**config.mk**
```make
export PLATFORM = sky130hd
export DESIGN_NAME = imem_boot_loader
export DESIGN_NICKNAME = d
export VERILOG_FILES = /design/src/rtl/imem_boot_loader.sv
export SDC_FILE = /design/constraint.sdc
export NUM_CORES = 1
export LEC_CHECK = 0
export CORE_MARGIN = 5
export CORE_UTILIZATION = 58
export DETAILED_ROUTE_END_ITERATION = 12
export PLACE_DENSITY_LB_ADDON = 0.3
export SLEW_MARGIN = 10
export SYNTH_ARGS = -nofsm -noshare
export SYNTH_HDL_FRONTEND = slang
export SYNTH_SLANG_ARGS = --single-unit
```
**constraint.sdc**
```tcl
create_clock -name clk -period 2.9 [get_ports clk]
set_input_delay 0.58 -clock clk [delete_from_list [all_inputs] [get_ports clk]]
set_output_delay 0.58 -clock clk [all_outputs]
set_load 0.01 [all_outputs]
```
**src/rtl/imem_boot_loader.sv**
```systemverilog
// imem_boot_loader: receives a length-prefixed byte stream, writes 16-bit
// words into instruction memory and holds the core in reset until verified.
module imem_boot_loader #(
    parameter int          MAX_WORDS = 256,
    parameter logic [15:0] BASE_ADDR = 16'h0000
) (
    input  logic        clk,
    input  logic        rst,
    input  logic        start,
    input  logic [7:0]  byte_in,
    input  logic        byte_valid,
    output logic        byte_ready,
    output logic        imem_we,
    output logic [15:0] imem_addr,
    output logic [15:0] imem_wdata,
    output logic        cpu_rst,
    output logic        done,
    output logic        error,
    output logic [15:0] word_count
);

    typedef enum logic [2:0] {
        LEN_HI,
        LEN_LO,
        DATA_HI,
        DATA_LO,
        CHECK,
        DONE,
        ERROR
    } state_t;

    localparam logic [16:0] MAX_L = 17'(MAX_WORDS);

    state_t      state;
    state_t      state_nxt;
    logic [7:0]  len_hi;
    logic [15:0] len;
    logic [7:0]  data_hi;
    logic [7:0]  xor_acc;
    logic        xfer;
    logic        restart;
    logic [16:0] len_in;
    logic        last_word;

    assign xfer      = byte_valid & byte_ready;
    assign restart   = start & ((state == DONE) | (state == ERROR));
    assign len_in    = {1'b0, len_hi, byte_in};
    assign last_word = (word_count + 16'd1) == len;

    // State register
    always_ff @(posedge clk) begin
        if (rst) state <= LEN_HI;
        else     state <= state_nxt;
    end

    // Next-state decode; every advance needs a byte transfer
    always_comb begin
        state_nxt = state;
        case (state)
            LEN_HI:  if (xfer) state_nxt = LEN_LO;
            LEN_LO: begin
                if (xfer) begin
                    if (len_in == 17'd0)   state_nxt = CHECK;
                    else if (len_in > MAX_L) state_nxt = ERROR;
                    else                   state_nxt = DATA_HI;
                end
            end
            DATA_HI: if (xfer) state_nxt = DATA_LO;
            DATA_LO: begin
                if (xfer) state_nxt = last_word ? CHECK : DATA_HI;
            end
            CHECK: begin
                if (xfer) state_nxt = (byte_in == xor_acc) ? DONE : ERROR;
            end
            DONE:    if (restart) state_nxt = LEN_HI;
            ERROR:   if (restart) state_nxt = LEN_HI;
            default: state_nxt = LEN_HI;
        endcase
    end

    // Status outputs follow the state directly
    always_comb begin
        byte_ready = 1'b0;
        cpu_rst    = 1'b1;
        done       = 1'b0;
        error      = 1'b0;
        case (state)
            LEN_HI, LEN_LO, DATA_HI, DATA_LO, CHECK: byte_ready = 1'b1;
            DONE: begin
                cpu_rst = 1'b0;
                done    = 1'b1;
            end
            ERROR:   error = 1'b1;
            default: ;
        endcase
    end

    // Datapath: length capture, word assembly, checksum and write strobe
    always_ff @(posedge clk) begin
        if (rst) begin
            len_hi     <= 8'd0;
            len        <= 16'd0;
            data_hi    <= 8'd0;
            xor_acc    <= 8'd0;
            word_count <= 16'd0;
            imem_we    <= 1'b0;
            imem_addr  <= BASE_ADDR;
            imem_wdata <= 16'd0;
        end else begin
            imem_we <= 1'b0;
            if (restart) begin
                xor_acc    <= 8'd0;
                word_count <= 16'd0;
                imem_addr  <= BASE_ADDR;
            end else if (xfer) begin
                case (state)
                    LEN_HI: len_hi <= byte_in;
                    LEN_LO: len    <= len_in[15:0];
                    DATA_HI: begin
                        data_hi <= byte_in;
                        xor_acc <= xor_acc ^ byte_in;
                    end
                    DATA_LO: begin
                        xor_acc    <= xor_acc ^ byte_in;
                        imem_we    <= 1'b1;
                        imem_wdata <= {data_hi, byte_in};
                        imem_addr  <= BASE_ADDR + {word_count[14:0], 1'b0};
                        word_count <= word_count + 16'd1;
                    end
                    default: ;
                endcase
            end
        end
    end

endmodule

```
==> flow_summary.json, run 1 <==
{
  "status": "finished clean",
  "ys_types": 52,
  "final.setup.tns_ps": 0,
  "synth.top_cell.area_share_pct": 43.8,
  "n_antenna_cell": 0,
  "worstPathArrival_ps": 2070,
  "final_area_sq_um": 5010,
  "clk_latency_ps": 370,
  "powerDensity_nw_per_um2": 494,
  "coreArea_sq_um": 6870,
  "rr_worst_depth": 7,
  "crit_top_cell": "inv_1",
  "die-width_um": 94.6,
  "synth_edf_count": 0,
  "tightest_slew_ps": 635,
  "setup_ws_ps": 247,
  "fillers": 548,
  "htreeDepth": 3,
  "clockBufferDepth": 2,
  "cp_cell_sequence": "inv_1 -> nor2_1 -> nand2_1 -> inv_1 -> clkdlybuf4s50_1",
  "grt_max_degree": 40,
  "syn_nets": 536,
  "cts_tree": "done",
  "antenna_found_initial": 0,
  "finalCritPeriodShare_pct": 91.5,
  "cpPeakStageDelay_ps": 610,
  "mappedNetlistArea_sq_um": 4160,
  "portBuffers": 63,
  "place_ws_ps": 400,
  "drt_wl_total_mm": 9.91,
  "cap_violations": 0,
  "worstSetupEndpoint": "done",
  "cp_max_fo": 12,
  "drc": 0,
  "regArea_sq_um": 1820,
  "area_growth_pct": 20.5,
  "grt_pass1_vias": 3440,
  "dr.pass1.iters": 5,
  "peakVddDrop_mv": 0.299,
  "rsz0062_at_grt": "no",
  "synth_most_common_cell": "nand2_1",
  "max_clock_freq_mhz": 377,
  "min_period_ps": 2650,
  "final_cell_count_no_fill": 665,
  "multi_input_area_sq_um": 2130,
  "startpoint": "state[0]$_SDFFE_PP0P_",
  "initial_core_util_pct": 60.5,
  "place.gp.congestion": 0.877,
  "ys_seq_elements": 91,
  "final_antenna_net_count": 0,
  "clk_pin_slew_ps": 100,
  "yosysSeqAreaShare_pct": 43.8,
  "ys_top_cells_by_count": "nand2_1, dfxtp_1, a21oi_1",
  "dieArea_sq_um": 8960,
  "ios": 65,
  "synthFlopType": "dfxtp_1",
  "r2r_end": "state[1]$_SDFFE_PP0P_",
  "syn-instance-count": 522,
  "path_class": "register to output pin",
  "post-cts-setup-buffers": 0,
  "final_nets": 578,
  "die_h_um": 94.6,
  "post_dp_cell_area_sq_um": 4800,
  "yosys_warnings": 0,
  "end_kind": "output pin",
  "clock-skew-final_ps": 13.0,
  "clock_sinks": 91,
  "dp.final_hpwl_mm": 6.97,
  "critPathSlowestCell": "dfxtp_1",
  "cts_hold_buf": 0,
  "cts_buffers": 9,
  "cts_root_buf": "clkbuf_8",
  "p_leak_nw": 1.74,
  "r2r_start": "word_count[1]$_SDFFE_PP0P_",
  "ctsResizeCount": 0,
  "async_reset_ff_share_pct": 0,
  "vias_per_cell": 5.65,
  "finalSetupViolations": 0,
  "rrSetupSlack_ps": 490,
  "hold_path.class": "register to register",
  "postSynthAreaPerCell_sq_um": 7.96,
  "holdWs_ps": 459,
  "num_rows": 30,
  "drt_iter0_drc": 203,
  "grt_use_total_pct": 23.1,
  "wl_per_cell_um": 14.9,
  "slew_viol_final": 0,
  "hold_viol_final": 0,
  "overflow": 0,
  "maxSlewHeadroom_pct": 57.3,
  "drive_gt1_share_pct": 6.15,
  "crit_path_start_kind": "register",
  "placed_cells": 649,
  "synthTopCellsByArea": "dfxtp_1, nand2_1, a21oi_1",
  "synth_top_cell_by_area": "dfxtp_1",
  "grt_pass1_wl_mm": 16.5,
  "required_ps": 2320,
  "dr_total_vias": 3758
}
sequential cells by signal, indices dropped and copies added (netlist names):
signal	count
len	16
imem_we	1
xor_acc	8
word_count	16
data_hi	8
state	3
imem_addr	15
len_hi	8
imem_wdata	16
stage by stage:
step	utilization (%)	power, mW
after floorplan	-	1.51
after global placement	69.8	1.57
after detailed placement	69.8	1.58
after CTS	72.9	2.49
after global routing	72.9	2.58
final	72.9	2.47
layout by cell type (no fill, tap or decap), types with 3 or more instances in the layout:
| master | netlist | layout |
|---|---|---|
| nand3_1 | 5 | 5 |
| nor2b_1 | 3 | 3 |
| nor2_1 | 34 | 34 |
| o21ai_0 | 11 | 11 |
| nand2_1 | 137 | 137 |
| and2_1 | 5 | 5 |
| xor2_1 | 21 | 21 |
| and3_1 | 4 | 4 |
| or3_1 | 6 | 6 |
| buf_4 | 5 | 10 |
| nand2b_1 | 3 | 3 |
| xnor2_1 | 25 | 25 |
| inv_1 | 4 | 4 |
| inv_6 | 0 | 3 |
| mux2i_1 | 8 | 8 |
| nor4_1 | 5 | 5 |
| nor3_1 | 11 | 11 |
| dfxtp_1 | 91 | 91 |
| nand4_1 | 4 | 4 |
| a21oi_1 | 66 | 66 |
| clkbuf_8 | 0 | 9 |
| clkdlybuf4s50_1 | 0 | 63 |
worst min path at each step:
stage / startpoint / end / slack (ps) / cells after the start
after floorplan: data_hi[2]$_SDFFE_PP0P_ / imem_wdata[10]$_SDFFE_PP0P_ / 430 / 2
after global placement: imem_addr[6]$_SDFFE_PP0P_ / imem_addr[6]$_SDFFE_PP0P_ / 440 / 2
final: imem_addr[10]$_SDFFE_PP0P_ / imem_addr[10]$_SDFFE_PP0P_ / 460 / 2
after global routing: data_hi[5]$_SDFFE_PP0P_ / imem_wdata[13]$_SDFFE_PP0P_ / 470 / 2
after CTS: data_hi[5]$_SDFFE_PP0P_ / imem_wdata[13]$_SDFFE_PP0P_ / 450 / 2
after detailed placement: imem_addr[6]$_SDFFE_PP0P_ / imem_addr[6]$_SDFFE_PP0P_ / 450 / 2
per-layer routing:
metal  up-vias  global-route usage, %  routed length [um]
met3        14                   4.78                 701
met4         0                   7.93                 119
met2       154                   38.9                4920
met1      1759                   29.3                4170
met5         -                      0                   0
li1       1831                      -                   -
cell type report:
| class | count | area share [%] |
|---|---|---|
| tap | 96 | 2.40 |
| multi-input combinational | 385 | 42.6 |
| sequential | 91 | 36.4 |
| timing repair buffer | 73 | 14.1 |
| clock buffer | 9 | 2.47 |
| inverter | 4 | 0.300 |
| clock inverter | 7 | 1.75 |
critical path: cells and delay by family (launching register included):
family / cells / cell delay, ps
buffers and inverters: 3 / 820
DFF: 1 / 610
and+or+nand+nor: 2 / 280
cell families (layout without fill, tap and decap cells):
logic type	Yosys count	in the layout	share of synthesized area, %
buf+inv	46	93	4.82
compound gates	99	99	13.9
other cells	1	1	0.0902
flops	91	91	43.8
mux	8	8	1.93
fa+ha+maj	2	2	0.602
simple gates	229	229	25.1
xor+xnor	46	46	9.70
report_power, final:
part           total, mW  internal, mW  leakage, nW  switching (mW)
clock              0.918         0.421        0.109           0.497
combinational      0.233        0.0950        0.901           0.138
sequential          1.32          1.28        0.735          0.0403
(Power assumes the default switching activity.)
==> inputs of run 2 (changes only) <==
==> constraint.sdc (replaced) <==
create_clock -name clk -period 2.9 [get_ports clk]
set_input_delay 0.58 -clock clk [delete_from_list [all_inputs] [get_ports clk]]
set_output_delay 0.58 -clock clk [all_outputs]
set_load 0.05 [all_outputs]
==> flow_summary.json, run 2 (same netlist as run 1, synthesis figures left out) <==
{
  "startpoint": "state[0]$_SDFFE_PP0P_",
  "status": "finished clean",
  "drt_iter0_drc": 219,
  "setup_ws_ps": 176,
  "portBuffers": 63,
  "power_mw": 2.40,
  "place.gp.congestion": 0.851,
  "cap_violations": 0,
  "crit_path_start_kind": "register",
  "cts_hold_buf": 0,
  "max_clock_freq_mhz": 367,
  "powerDensity_nw_per_um2": 480,
  "cp_cell_sequence": "inv_1 -> and3_1 -> clkdlybuf4s50_1",
  "rsz0062_at_grt": "no",
  "seqPwrFrac_pct": 55.2,
  "coreArea_sq_um": 6870,
  "path_class": "register to output pin",
  "grt_max_degree": 53,
  "area_growth_pct": 20.1,
  "slew_viol_final": 0,
  "peakVddDrop_mv": 0.365,
  "n_antenna_cell": 0,
  "grt_use_total_pct": 22.8,
  "required_ps": 2320,
  "die_h_um": 94.6,
  "drive_gt1_share_pct": 6.15,
  "final_nets": 578,
  "place_ws_ps": 287,
  "final_antenna_net_count": 0,
  "drt_wl_total_mm": 10.0,
  "tightest_slew_ps": 539,
  "post-cts-setup-buffers": 0,
  "rr_worst_depth": 7,
  "hold_viol_final": 0,
  "cts_root_buf": "clkbuf_8",
  "die-width_um": 94.6,
  "min_path_cells": 2,
  "drc": 0,
  "num_rows": 30,
  "overflow": 0,
  "dp.final_hpwl_mm": 6.86,
  "cts_buffers": 9,
  "vias_per_cell": 5.60,
  "wl_per_cell_um": 15.1,
  "cp_max_fo": 12,
  "top_regs": "imem_wdata (16), len (16), word_count (16)",
  "holdWs_ps": 457,
  "clk_latency_ps": 370,
  "clock_sinks": 91,
  "maxSlewHeadroom_pct": 64.0,
  "grt_pass1_wl_mm": 16.1,
  "hold_path.class": "register to register",
  "mostFrequentLayoutCells": "nand2_1, dfxtp_1, a21oi_1",
  "critPathSlowestCell": "clkdlybuf4s50_1",
  "power_frac_comb_pct": 10.2,
  "power_frac_clock_pct": 34.6,
  "cts_tree": "done",
  "clock-skew-final_ps": 11.1,
  "p_int_mw": 1.71,
  "ios": 65,
  "p_leak_nw": 1.73,
  "power.share.switching_pct": 28.7,
  "htreeDepth": 3,
  "min_period_ps": 2720,
  "dr_total_vias": 3724,
  "finalCritPeriodShare_pct": 93.9,
  "final_cell_count_no_fill": 665,
  "finalSetupViolations": 0,
  "power.switching_uw": 689,
  "end_kind": "output pin",
  "layout_commonest_cell": "nand2_1",
  "hold_start": "imem_addr[11]$_SDFFE_PP0P_",
  "cpPeakStageDelay_ps": 700,
  "r2r_start": "word_count[1]$_SDFFE_PP0P_",
  "antenna_found_initial": 0,
  "grt_pass1_vias": 3407,
  "worstPathArrival_ps": 2140,
  "dr.pass1.iters": 6,
  "final.setup.tns_ps": 0,
  "placed_cells": 649,
  "clockBufferDepth": 2,
  "dieArea_sq_um": 8960,
  "initial_core_util_pct": 60.5,
  "clk_pin_slew_ps": 90
}
-- run 2: cell count changes in the layout (fill, tap and decap cells not counted), sizes merged --
cell           delta
clkinv            +1
dlygate4sd2       +1
clkdlybuf4s50     -2
clkinvlp          +2
inv               -2
dlymetal6s2s      +1
bufinv            -1
-- run 2: metal layers --
| layer | share of wire, % | track usage [%] |
|---|---|---|
| met2 | 49 | 37.9 |
| met4 | 2.2 | 7.45 |
| met5 | 0 | 0 |
| met1 | 42 | 28.4 |
| met3 | 6.7 | 6.61 |
-- run 2: critical path, delay by kind of cell, from the launching register on --
family / cells / cell delay, ps
and+or+nand+nor: 1 / 240
buffers and inverters: 2 / 920
DFF: 1 / 610
-- run 2: repair_timing --
action | in CTS | in global routing
endpoints found under the hold margin | 0 | 0
resized for setup | 1 | 1
setup endpoints to repair | 1 | 1
-- run 2: power by group through the flow --
stage                     clock (mW)  combinational [mW]  sequential [mW]
final                          0.829               0.245             1.32
after global routing           0.901               0.268             1.33
after CTS                      0.838               0.244             1.32
after detailed placement           0               0.242             1.35
after global placement             0               0.237             1.35
after floorplan                    0               0.183             1.34
-- run 2: path summary, 6_finish.rpt --
check	slack [ps]	end
setup reg to reg	530	state[1]$_SDFFE_PP0P_
hold reg to reg	460	imem_addr[11]$_SDFFE_PP0P_
hold / removal	460	imem_addr[11]$_SDFFE_PP0P_
setup / recovery	180	error
-- run 2: cell type report --
cell class | instances | area [sq um]
multi-input cells | 385 | 2130
fillers | 551 | 1880
flip-flops and latches | 91 | 1820
repair buffers | 73 | 707
clock buffers | 9 | 124
well taps | 96 | 120
clock inverters | 7 | 68.8
inverters | 4 | 15.0
-- run 2: stage by stage --
stage,utilization [%],instance area [sq um]
floorplan,-,4160
global placement,69.8,4800
detailed placement,69.8,4800
CTS,72.6,4990
global route,72.6,4990
finish,72.6,4990
